$ cat src/rtl/data_cache_pkg.sv
// Shared types and sizing for the direct-mapped, write-through data cache.
package cache_pkg;
  localparam int unsigned ADDR_W      = 32;
  localparam int unsigned WORD_W      = 32;
  localparam int unsigned BE_W        = WORD_W / 8;
  localparam int unsigned TAG_W       = 24;
  localparam int unsigned INDEX_BITS  = 4;
  localparam int unsigned OFFSET_BITS = 2;
  localparam int unsigned LINE_WORDS  = 1 << OFFSET_BITS;

  typedef enum logic [1:0] {
    IDLE   = 2'd0,
    REFILL = 2'd1,
    WRITE  = 2'd2
  } state_t;

  typedef logic [WORD_W-1:0] word_t;
  typedef logic [LINE_WORDS-1:0][WORD_W-1:0] line_t;

  typedef struct packed {
    logic              we;
    logic [ADDR_W-1:0] addr;
    word_t             wdata;
    logic [BE_W-1:0]   be;
  } mem_cmd_t;

  // Replace only the byte lanes selected by be.
  function automatic word_t merge_bytes(word_t old_w, word_t new_w, logic [BE_W-1:0] be);
    word_t res;
    res = old_w;
    for (int b = 0; b < int'(BE_W); b++) begin
      if (be[b]) res[8*b +: 8] = new_w[8*b +: 8];
    end
    return res;
  endfunction
endpackage

$ cat src/rtl/data_cache_if.sv
// Datapath-side and memory-side signals of the data cache.
interface data_cache_if;
  import cache_pkg::*;

  logic                cpu_re;
  logic                cpu_we;
  logic [ADDR_W-1:0]   cpu_addr;
  word_t               cpu_wdata;
  logic [BE_W-1:0]     cpu_be;
  word_t               cpu_rdata;
  logic                stall;

  logic                mem_req;
  logic                mem_we;
  logic [ADDR_W-1:0]   mem_addr;
  word_t               mem_wdata;
  logic [BE_W-1:0]     mem_be;
  logic                mem_ack;
  word_t               mem_rdata;

  modport slave (
    input  cpu_re, cpu_we, cpu_addr, cpu_wdata, cpu_be, mem_ack, mem_rdata,
    output cpu_rdata, stall, mem_req, mem_we, mem_addr, mem_wdata, mem_be
  );

  modport master (
    output cpu_re, cpu_we, cpu_addr, cpu_wdata, cpu_be, mem_ack, mem_rdata,
    input  cpu_rdata, stall, mem_req, mem_we, mem_addr, mem_wdata, mem_be
  );
endinterface

$ cat src/rtl/data_cache_store.sv
// Tag, valid and data arrays: combinational read, byte-enabled word write.
module cache_store
  import cache_pkg::*;
#(
  parameter int unsigned INDEX_BITS = cache_pkg::INDEX_BITS,
  parameter int unsigned TAG_BITS   = TAG_W
) (
  input  logic                   clk,
  input  logic                   rst,
  input  logic [INDEX_BITS-1:0]  index,
  input  logic [OFFSET_BITS-1:0] rd_off,
  output logic [TAG_BITS-1:0]    rd_tag_c,
  output logic                   rd_valid_c,
  output word_t                  rd_word_c,
  input  logic                   wr_en,
  input  logic [OFFSET_BITS-1:0] wr_off,
  input  word_t                  wr_data,
  input  logic [BE_W-1:0]        wr_be,
  input  logic                   fill_en,
  input  logic [TAG_BITS-1:0]    fill_tag
);
  localparam int unsigned SETS = 1 << INDEX_BITS;

  logic [SETS-1:0]     valid_q;
  logic [TAG_BITS-1:0] tag_q  [SETS];
  line_t               data_q [SETS];

  assign rd_valid_c = valid_q[index];
  assign rd_tag_c   = tag_q[index];
  assign rd_word_c  = data_q[index][rd_off];

  // Only the valid bits are reset; tag/data contents are qualified by them.
  always_ff @(posedge clk or negedge rst) begin
    if (!rst) begin
      valid_q <= '0;
    end else if (fill_en) begin
      valid_q[index] <= 1'b1;
    end
  end

  always_ff @(posedge clk) begin
    if (fill_en) tag_q[index] <= fill_tag;
    if (wr_en)   data_q[index][wr_off] <= merge_bytes(data_q[index][wr_off], wr_data, wr_be);
  end
endmodule

$ cat src/rtl/data_cache.sv
// Direct-mapped write-through/no-write-allocate data cache: FSM, refill counter, memory-side muxing.
module data_cache
  import cache_pkg::*;
#(
  parameter int unsigned INDEX_BITS = cache_pkg::INDEX_BITS
) (
  input  logic        clk,
  input  logic        rst,
  data_cache_if.slave bus
);
  localparam int unsigned TAG_BITS = ADDR_W - INDEX_BITS - OFFSET_BITS - 2;
  localparam logic [OFFSET_BITS-1:0] LAST_WORD = OFFSET_BITS'(LINE_WORDS - 1);

  state_t                 state_q, state_d;
  logic [OFFSET_BITS-1:0] cnt_q, cnt_d;

  logic [TAG_BITS-1:0]    req_tag, rd_tag;
  logic [INDEX_BITS-1:0]  req_index;
  logic [OFFSET_BITS-1:0] req_off, wr_off;
  logic                   rd_valid, hit, is_store, is_load;
  word_t                  rd_word, wr_data;
  logic [BE_W-1:0]        wr_be;
  logic                   wr_en, fill_en;
  mem_cmd_t               cmd;
  logic                   unused_addr_lsb;

  assign req_tag         = bus.cpu_addr[ADDR_W-1 -: TAG_BITS];
  assign req_index       = bus.cpu_addr[OFFSET_BITS+2 +: INDEX_BITS];
  assign req_off         = bus.cpu_addr[2 +: OFFSET_BITS];
  assign unused_addr_lsb = ^bus.cpu_addr[1:0];
  assign hit             = rd_valid && (rd_tag == req_tag);
  assign is_store        = bus.cpu_we;
  assign is_load         = bus.cpu_re && !bus.cpu_we;

  cache_store #(
    .INDEX_BITS(INDEX_BITS),
    .TAG_BITS  (TAG_BITS)
  ) u_store (
    .clk       (clk),
    .rst       (rst),
    .index     (req_index),
    .rd_off    (req_off),
    .rd_tag_c  (rd_tag),
    .rd_valid_c(rd_valid),
    .rd_word_c (rd_word),
    .wr_en     (wr_en),
    .wr_off    (wr_off),
    .wr_data   (wr_data),
    .wr_be     (wr_be),
    .fill_en   (fill_en),
    .fill_tag  (req_tag)
  );

  always_ff @(posedge clk or negedge rst) begin
    if (!rst) begin
      state_q <= IDLE;
      cnt_q   <= '0;
    end else begin
      state_q <= state_d;
      cnt_q   <= cnt_d;
    end
  end

  // Next state and refill word counter; the counter wraps to 0 on the last ack.
  always_comb begin
    state_d = state_q;
    cnt_d   = cnt_q;
    case (state_q)
      IDLE: begin
        if (is_store) begin
          state_d = WRITE;
        end else if (is_load && !hit) begin
          state_d = REFILL;
          cnt_d   = '0;
        end
      end
      REFILL: begin
        if (bus.mem_ack) begin
          cnt_d = cnt_q + 1'b1;
          if (cnt_q == LAST_WORD) state_d = IDLE;
        end
      end
      WRITE: begin
        if (bus.mem_ack) state_d = IDLE;
      end
      default: state_d = IDLE;
    endcase
  end

  // Datapath/memory outputs and array write controls.
  always_comb begin
    bus.stall     = 1'b0;
    bus.mem_req   = 1'b0;
    bus.cpu_rdata = '0;
    cmd           = '0;
    wr_en         = 1'b0;
    fill_en       = 1'b0;
    wr_off        = req_off;
    wr_data       = bus.cpu_wdata;
    wr_be         = bus.cpu_be;
    case (state_q)
      IDLE: begin
        if (is_store) begin
          bus.stall = 1'b1;
        end else if (is_load) begin
          if (hit) bus.cpu_rdata = rd_word;
          else     bus.stall     = 1'b1;
        end
      end
      REFILL: begin
        bus.stall   = 1'b1;
        bus.mem_req = 1'b1;
        cmd.addr    = {req_tag, req_index, cnt_q, 2'b00};
        if (bus.mem_ack) begin
          wr_en   = 1'b1;
          wr_off  = cnt_q;
          wr_data = bus.mem_rdata;
          wr_be   = '1;
          fill_en = (cnt_q == LAST_WORD);
        end
      end
      WRITE: begin
        bus.stall   = !bus.mem_ack;
        bus.mem_req = 1'b1;
        cmd.we      = 1'b1;
        cmd.addr    = {bus.cpu_addr[ADDR_W-1:2], 2'b00};
        cmd.wdata   = bus.cpu_wdata;
        cmd.be      = bus.cpu_be;
        wr_en       = bus.mem_ack && hit;
      end
      default: ;
    endcase
  end

  assign bus.mem_we    = cmd.we;
  assign bus.mem_addr  = cmd.addr;
  assign bus.mem_wdata = cmd.wdata;
  assign bus.mem_be    = cmd.be;
endmodule
$ cat src/flat_wrapper.sv
// flat-port wrapper written by rule: the top's interface ports become plain ports
module data_cache_flat import cache_pkg::*;
#(
  parameter int unsigned INDEX_BITS = cache_pkg::INDEX_BITS
)
  (clk, rst, bus_cpu_re, bus_cpu_we, bus_cpu_addr, bus_cpu_wdata, bus_cpu_be, bus_mem_ack, bus_mem_rdata, bus_cpu_rdata, bus_stall, bus_mem_req, bus_mem_we, bus_mem_addr, bus_mem_wdata, bus_mem_be);
  data_cache_if bus_i ();
  input  logic clk;
  input  logic rst;
  input wire logic [$bits(bus_i.cpu_re)-1:0] bus_cpu_re;
  input wire logic [$bits(bus_i.cpu_we)-1:0] bus_cpu_we;
  input wire logic [$bits(bus_i.cpu_addr)-1:0] bus_cpu_addr;
  input wire logic [$bits(bus_i.cpu_wdata)-1:0] bus_cpu_wdata;
  input wire logic [$bits(bus_i.cpu_be)-1:0] bus_cpu_be;
  input wire logic [$bits(bus_i.mem_ack)-1:0] bus_mem_ack;
  input wire logic [$bits(bus_i.mem_rdata)-1:0] bus_mem_rdata;
  output wire logic [$bits(bus_i.cpu_rdata)-1:0] bus_cpu_rdata;
  output wire logic [$bits(bus_i.stall)-1:0] bus_stall;
  output wire logic [$bits(bus_i.mem_req)-1:0] bus_mem_req;
  output wire logic [$bits(bus_i.mem_we)-1:0] bus_mem_we;
  output wire logic [$bits(bus_i.mem_addr)-1:0] bus_mem_addr;
  output wire logic [$bits(bus_i.mem_wdata)-1:0] bus_mem_wdata;
  output wire logic [$bits(bus_i.mem_be)-1:0] bus_mem_be;
  assign bus_i.cpu_re = bus_cpu_re;
  assign bus_i.cpu_we = bus_cpu_we;
  assign bus_i.cpu_addr = bus_cpu_addr;
  assign bus_i.cpu_wdata = bus_cpu_wdata;
  assign bus_i.cpu_be = bus_cpu_be;
  assign bus_i.mem_ack = bus_mem_ack;
  assign bus_i.mem_rdata = bus_mem_rdata;
  assign bus_cpu_rdata = bus_i.cpu_rdata;
  assign bus_stall = bus_i.stall;
  assign bus_mem_req = bus_i.mem_req;
  assign bus_mem_we = bus_i.mem_we;
  assign bus_mem_addr = bus_i.mem_addr;
  assign bus_mem_wdata = bus_i.mem_wdata;
  assign bus_mem_be = bus_i.mem_be;
  data_cache #(.INDEX_BITS(INDEX_BITS)) u_core (.clk(clk), .rst(rst), .bus(bus_i));
endmodule
$ cat config.mk
export PLATFORM = sky130hd
export DESIGN_NAME = data_cache_flat
export DESIGN_NICKNAME = d
export VERILOG_FILES = /design/src/rtl/data_cache_pkg.sv /design/src/rtl/data_cache_if.sv /design/src/rtl/data_cache_store.sv /design/src/rtl/data_cache.sv /design/src/flat_wrapper.sv
export SDC_FILE = /design/constraint.sdc
export NUM_CORES = 2
export LEC_CHECK = 0
export CAP_MARGIN = 20
export CORE_ASPECT_RATIO = 0.75
export CORE_MARGIN = 5
export CORE_UTILIZATION = 45
export DETAILED_ROUTE_END_ITERATION = 8
export SYNTH_ARGS = -nofsm -noshare
export SYNTH_HDL_FRONTEND = slang
export SYNTH_SLANG_ARGS = --single-unit
export TNS_END_PERCENT = 50
$ cat constraint.sdc
create_clock -name clk -period 15.1 [get_ports clk]
set_input_delay 1.51 -clock clk [delete_from_list [all_inputs] [get_ports clk]]
set_output_delay 1.51 -clock clk [all_outputs]
set_load 0.02 [all_outputs]
## Yosys cells after proc, flatten, opt, wreduce, memory -nomap -nowiden

Memories as Yosys holds them, arrays and structs flattened.
Index checks and enable logic that the tools add are counted.
Widths: inputs -> output; s select.

| cells by class | value |
|---|---|
| $add $sub $neg | 1 |
| $lt $le $gt $ge | 5 |
| equality and inequality tests | 10 |
| mux-type cells | 54 |
| bitwise gates (word level) | 1 |
| reduce and logical (&&, ||, !) cells | 14 |

Operators with widths:

| operator | count |
|---|---|
| $mux 32 | 9 |
| $bmux 32 s2 | 2 |
| $mux 128 | 1 |
| $demux 32 s2 | 1 |
| $mux 8 | 8 |
| $pmux 32 s2 | 1 |
| $mux 36 | 1 |
| $eq 24x24->1 | 1 |
| $mux 2 | 10 |
| $or 16x16->16 | 1 |
| $mux 1 | 13 |
| $mux 4 | 2 |
| $reduce_and 4->1 | 2 |
| $logic_and 1x1->1 | 6 |
| $lt 2x3->1 const B | 2 |
| $ne 2x2->1 const B | 3 |
| $pmux 2 s3 | 1 |
| $lt 4x5->1 const B | 1 |
| $bmux 1 s4 | 1 |
| $demux 1 s4 | 1 |
| $eq 2x2->1 const B | 2 |
| $ge 4x1->1 const B | 1 |
| $ne 2x1->1 const B | 2 |
| $pmux 2 s2 | 1 |
| 10 further kinds | 12 |

| word-level totals | value |
|---|---|
| register bits after elaboration | 20 |
| bits in writable memories | 2,432 |
| input bits | 105 |
| output and inout port bits | 103 |
| memories | 2 |

Memory list:

| name | words | bits a word | rd ports | clocked after Yosys merged registers in | wr ports | line | text |
|---|---|---|---|---|---|---|---|
| u_core.u_store.data_q | 16 | 128 | 1 | 0 | 1 | data_cache_store.sv:26 | `line_t data_q [SETS];` |
| u_core.u_store.tag_q | 16 | 24 | 1 | 0 | 1 | data_cache_store.sv:25 | `logic [TAG_BITS-1:0] tag_q [SETS];` |

## Logic depth before layout (Yosys ltp)

| logic depth | value |
|---|---|
| depth in word-level cells | 8 |
| depth in mapped cells | 14 |
| gate-level depth less buffers | 9 |

## By module

From an unflattened synthesis, not the netlist that was laid out.

| second synthesis, totals | value |
|---|---|
| cell total of the unflattened synthesis | 4,493 |
| area, all modules | 98,233.0 um^2 |

By module, submodules not included:

| module | times used | cells each | area each (um^2) |
|---|---|---|---|
| cache_store | 1 | 4,258 | 96,456.3 |
| data_cache | 1 | 235 | 1,776.7 |

## Least setup slack after synthesis

No wires, ideal clock.

| timing path | value |
|---|---|
| path kind | input-to-reg |
| start | input port bus_cpu_addr[5] |
| end | memory u_core.u_store.data_q[0][104] (netlist name), data pin |
| library setup time | 0.702 ns |
| data arrival time | 6.255 ns |
| slack | 8.143 ns |
| cell stages on the path | 13 |
| path buffers | 7 |
| cell sequence | buf_6 -> buf_6 -> buf_4 -> buf_4 -> buf_2 -> buf_2 -> buf_1 -> mux4_2 -> mux4_2 -> nand2_1 -> a311oi_1 -> a21oi_1 -> o21ai_0 |

| on the way | value |
|---|---|
| word-level cells in the longest chain between the ends | 5 |

Ends and longest elaborated chain:

| what | line | text |
|---|---|---|
| from (decl) | flat_wrapper.sv:12 | `input wire logic [$bits(bus_i.cpu_addr)-1:0] bus_cpu_addr;` |
| $mem_v2 16x128 | -- |  |
| $bmux 32 s2 | data_cache_store.sv:43 | `if (wr_en) data_q[index][wr_off] <= merge_bytes(data_q[index][wr_off], wr_data, wr_be);` |
| $mux 32 (not written as such) | data_cache_store.sv:43 |  |
| $mux 8 | data_cache_pkg.sv:32 | `if (be[b]) res[8*b +: 8] = new_w[8*b +: 8];` |
| $mux 8 | data_cache_store.sv:43 |  |
| to (decl) | data_cache_store.sv:26 |  |

Every way passes these cells. The select of a mux whose other input is x is not followed.

## Final worst setup path

| timing path | value |
|---|---|
| start | input port bus_cpu_addr[5] |
| end | output port bus_cpu_rdata[18] |

| on the way | value |
|---|---|
| word-level cells in the longest chain between the ends | 7 |
| elaborated cells between the ends (all ways) | 12 |
| classes of those cells | eq/ne (1); mux (8); reduce/logical (1); memory (2) |

Ends and longest elaborated chain:

| what | line | text |
|---|---|---|
| $mem_v2 16x24, or another cell as far along | -- |  |
| $eq 24x24->1, or another cell as far along | data_cache.sv:31 | `assign hit = rd_valid && (rd_tag == req_tag);` |
| $logic_and 1x1->1 or $mux 32 (tied branches) | data_cache.sv:31, data_cache_store.sv:30 |  |
| $mux 32 (*) | data_cache.sv:106 | `if (hit) bus.cpu_rdata = rd_word;` |
| $mux 32 (*) | data_cache.sv:105 | `end else if (is_load) begin` |
| $mux 32 (*) | data_cache.sv:103 | `if (is_store) begin` |
| $mux 32 (*) | data_cache.sv:101 | `case (state_q)` |
| to (decl) | flat_wrapper.sv:17 | `output wire logic [$bits(bus_i.cpu_rdata)-1:0] bus_cpu_rdata;` |

Mark *: on every way between the ends. The rest lies on a longest branch, timed or not. The select of a mux whose other input is x is not followed.

==> flow_summary.toml <==
[clock_tree]
clock_insertion_delay_worst_skew_ns = 0.86
cts.root.buffer_cell = "sky130_fd_sc_hd__clkbuf_16"
cts-htree-levels = 4
post_cts.repair.setup_buffers = 0
cts_hold_repair.buffers = 0
cts.reportedPaths.clkPinSlew_ns = 0.07
tritoncts.num_buffers = 231
clock_path_buffers = 3
clock_sink_count = 2452
post_cts_resized = 0
tritoncts = "yes"

[final_layout]
area_growth_syn_to_layout_pct = 14.3
nFillCells = 16500
drive_above_1_share_pct = 28.9
fin_nets = 4693

[synthesis]
yosys_warnings = 0
synth_enable_flop_cells = 2432
synth.area.mux_share_pct = 18.5
synth-compound-area-share_pct = 1.27
post_synth_fa_ha_maj_area_fraction_pct = 0.0648
netlist_instances = 4235
synthArstFlopShare_pct = 0.816
synth_area_per_cell_sq_um = 22.8
synth-simple-area-share_pct = 2.54
synth_cell_types = 66
combined_area_of_all_synthesized_cells_sq_mm = 0.0965
sequential_element_share_of_the_synthesized_area_pct = 76.2
ys_dominant_reg_cell = "sky130_fd_sc_hd__edfxtp_1"
postSynthRegisterBits = 2452
xor_xnor_share_of_the_synthesized_area_pct = 0.191
combinational_family_with_the_most_area_after_synthesis = "multiplexers"

[floorplan]
fp.coreArea_sq_mm = 0.214
row_count = 147
die_width_um = 545
floorplan.die_area_sq_mm = 0.224
start_util_pct = 45.2
chipHeight_um = 411
io_pins = 208

[critical_path]
slowest_cell_on_the_critical_path = "sky130_fd_sc_hd__or3_2"
worst_ep_required_time_ns = 13.59
worstSetupEndpointType = "output port"
timing.critical_path.from_type = "primary input"
timing.critical_path.fanout_max = 91
critical_path.max_stage_delay_ns = 0.91
arrival_ns = 7.68
critical_path.n_buffers_inverters = 4
timing.critical_path.cells = "buf_8 -> buf_4 -> buf_4 -> mux4_2 -> mux2i_1 -> mux2i_1 -> xnor2_1 -> nand3_1 -> a21oi_1 -> nand4_1 -> or3_2 -> nor2b_1 -> clkdlybuf4s50_1"
critPathKind = "in -> out"
top_delay_family_on_crit_path = "buffers and inverters"

[drt]
drc = 0
detail_route.wl_per_cell_um = 33.0
postRouteWirelength_um = 251000
firstDrtPassIters = 6
detail_route.iter0.violations = 6211
detail-route-antenna-nets = 0
num_vias = 46700
drt-vias-per-instance = 6.14

[pwr]
p_leak_uw = 0.0341
power.net_switching_uw = 3600
switching_share_pct = 23.7
share_clk_of_total_power_pct = 36.8
pwr-share-seq_pct = 52.5
p_per_area_mw_per_mm2 = 137
power_report.internal_total_uw = 11600
combinational_fraction_of_design_power_pct = 10.7
vdd.ir_drop.worst_mv = 0.117

[global_routing]
initial_antenna_violation_count = 13
grt_pass1_wl_um = 352000
globalRouteOverflowTotal = 0
grt_start_max_net_pins = 131
track_usage_pct = 22.3
vias_in_the_first_global_route = 46300

[run_status]
run_status = "complete, no violations"

[sta]
fin_setup_tns_ns = 0
headroom_to_the_max_slew_limit_pct = 23.5
setup_repair_after_global_routing_missed_its_margin = "false"
slew_viol_final = 0
hold_slack_ns = 0.471
final_hold_viol_count = 0
finalWorstPathRequiredPeriod_ns = 9.19
final.period_utilization_pct = 60.9
fin_skew_ns = 0.0590
achievable-frequency_ghz = 0.109
worst_slew_pin_slew_ns = 1.14
setup_viol = 0

[hold_path]
hold_class = "reg -> reg"

[placed_design]
place_hpwl_um = 132000
routabilityCongestion = 0.787
place.port_buffers = 203

[job]
max_cap_viols = 0
power by group through the flow:
| stage | Sequential (uW) | Clock (uW) | Combinational [uW] |
|---|---|---|---|
| global route | 7950 | 5970 | 1720 |
| global placement | 8090 | 0 | 1580 |
| finish | 7950 | 5580 | 1620 |
| detailed placement | 8090 | 0 | 1620 |
| floorplan | 8170 | 0 | 870 |
| CTS | 7950 | 5670 | 1620 |
flip-flops by register name, indices dropped and copies added, names as in the netlist:
signal                  cells
u_core.u_store.data_q    2048
u_core.cnt_q                2
u_core.state_q              2
u_core.u_store.valid_q     16
u_core.u_store.tag_q      384
worst paths after layout:
path                       slack, ns  depth (start not counted)                       from                            end
setup / recovery                5.91                         13            bus_cpu_addr[5]              bus_cpu_rdata[18]
hold / removal                  0.47                          1  u_core.u_store.valid_q[0]      u_core.u_store.valid_q[0]
setup reg to reg                9.81                         11          u_core.state_q[1]  u_core.u_store.data_q[7][102]
hold reg to reg                 0.47                          1  u_core.u_store.valid_q[0]      u_core.u_store.valid_q[0]
max in group asynchronous      13.84                          2                        rst     u_core.u_store.valid_q[12]
min in group asynchronous       0.89                          1                        rst              u_core.state_q[1]
cell usage in the layout, fill, tap and decap left out, drive strengths merged, types with 6 or more instances in the layout:
cell | Yosys | final
nor3 | 9 | 9
bufinv | 0 | 16
nor2b | 45 | 45
inv | 10 | 14
a22oi | 9 | 9
a221oi | 6 | 6
and2 | 67 | 67
nand2 | 201 | 201
nand2b | 9 | 9
mux2 | 11 | 11
o21ai | 38 | 38
o21a | 7 | 7
o22ai | 7 | 7
and3 | 34 | 34
dfrtp | 20 | 20
or2 | 18 | 18
clkdlybuf4s50 | 0 | 197
edfxtp | 2432 | 2432
mux4 | 764 | 764
nor2 | 93 | 93
xnor2 | 17 | 17
buf | 164 | 158
a22o | 6 | 6
clkbuf | 77 | 287
nand3 | 19 | 19
a311oi | 32 | 32
clkinv | 1 | 106
a21oi | 40 | 40
mux2i | 46 | 46
metrics by stage:
step	cell area [sq um]	util [%]	setup slack [ns]	total power, uW	std cells
final	110000	51.6	5.91	15200	7601
after global routing	110000	51.6	5.45	15600	7598
after CTS	110000	51.6	5.55	15200	7593
after floorplan	96500	-	8.14	9040	4236
after global placement	103000	48.2	5.56	9670	7175
after detailed placement	103000	48.2	5.52	9720	7178
layer usage:
| metal | up-vias | track usage [%] | share of wire, % | wire length, um |
|---|---|---|---|---|
| met5 | - | 0 | 0 | 0 |
| met4 | 0 | 5.67 | 2.5 | 6230 |
| met3 | 346 | 4.48 | 9.1 | 22900 |
| met2 | 2173 | 32.7 | 45 | 114000 |
| met1 | 25500 | 34.6 | 43 | 108000 |
| li1 | 18700 | - | - | - |
cell families after synthesis:
| family | Yosys count |
|---|---|
| buf+inv | 252 |
| fa+ha+maj | 5 |
| other cells | 1 |
| mux | 821 |
| simple gates | 510 |
| flops | 2452 |
| xor+xnor | 21 |
| compound gates | 173 |
Yosys cell counts (2+ instances only):
master,n,area [sq um]
sky130_fd_sc_hd__o21a_4,4,60.1
sky130_fd_sc_hd__mux2i_1,46,460
sky130_fd_sc_hd__o21a_1,3,22.5
sky130_fd_sc_hd__ha_1,5,62.6
sky130_fd_sc_hd__nor2_2,3,18.8
sky130_fd_sc_hd__a221oi_1,3,26.3
sky130_fd_sc_hd__a21o_1,3,22.5
sky130_fd_sc_hd__a21boi_0,5,37.5
sky130_fd_sc_hd__buf_1,37,139
sky130_fd_sc_hd__nand2_1,201,754
sky130_fd_sc_hd__a21oi_1,40,200
sky130_fd_sc_hd__a311oi_1,32,280
sky130_fd_sc_hd__o21ai_0,38,190
sky130_fd_sc_hd__buf_2,100,500
sky130_fd_sc_hd__o211ai_1,5,37.5
sky130_fd_sc_hd__a22o_1,6,52.6
sky130_fd_sc_hd__o22ai_1,7,43.8
sky130_fd_sc_hd__nor3_1,9,45.0
sky130_fd_sc_hd__a22oi_1,9,67.6
sky130_fd_sc_hd__o2111ai_1,2,17.5
sky130_fd_sc_hd__or2_2,17,106
sky130_fd_sc_hd__buf_6,13,146
sky130_fd_sc_hd__nor2b_1,45,282
sky130_fd_sc_hd__a221oi_2,3,45.0
sky130_fd_sc_hd__nand2b_1,9,56.3
sky130_fd_sc_hd__edfxtp_1,2432,73000
sky130_fd_sc_hd__and2_1,67,419
sky130_fd_sc_hd__nor4_1,2,12.5
sky130_fd_sc_hd__xnor2_1,17,149
sky130_fd_sc_hd__dfrtp_1,20,500
sky130_fd_sc_hd__buf_4,13,97.6
sky130_fd_sc_hd__and3_1,34,213
sky130_fd_sc_hd__a41oi_1,2,17.5
sky130_fd_sc_hd__mux4_2,759,17100
sky130_fd_sc_hd__mux4_1,5,131
sky130_fd_sc_hd__nand4_1,5,31.3
sky130_fd_sc_hd__nor2_1,90,338
sky130_fd_sc_hd__nand3_1,18,90.1
sky130_fd_sc_hd__xor2_1,4,35.0
sky130_fd_sc_hd__mux2_2,11,124
sky130_fd_sc_hd__clkbuf_1,77,289
sky130_fd_sc_hd__inv_1,10,37.5
final cells by class:
cell class	count	area, sq um	area share [%]
Sequential cell	2452	73500	66.6
Multi-Input combinational cell	1532	22700	20.6
Clock buffer	287	6100	5.53
Tap cell	2831	3540	3.21
Timing Repair Buffer	355	3330	3.02
Clock inverter	128	1070	0.969
Inverter	11	41.3	0.0374
Antenna cell	5	12.5	0.0113
(Power assumes the default switching activity.)
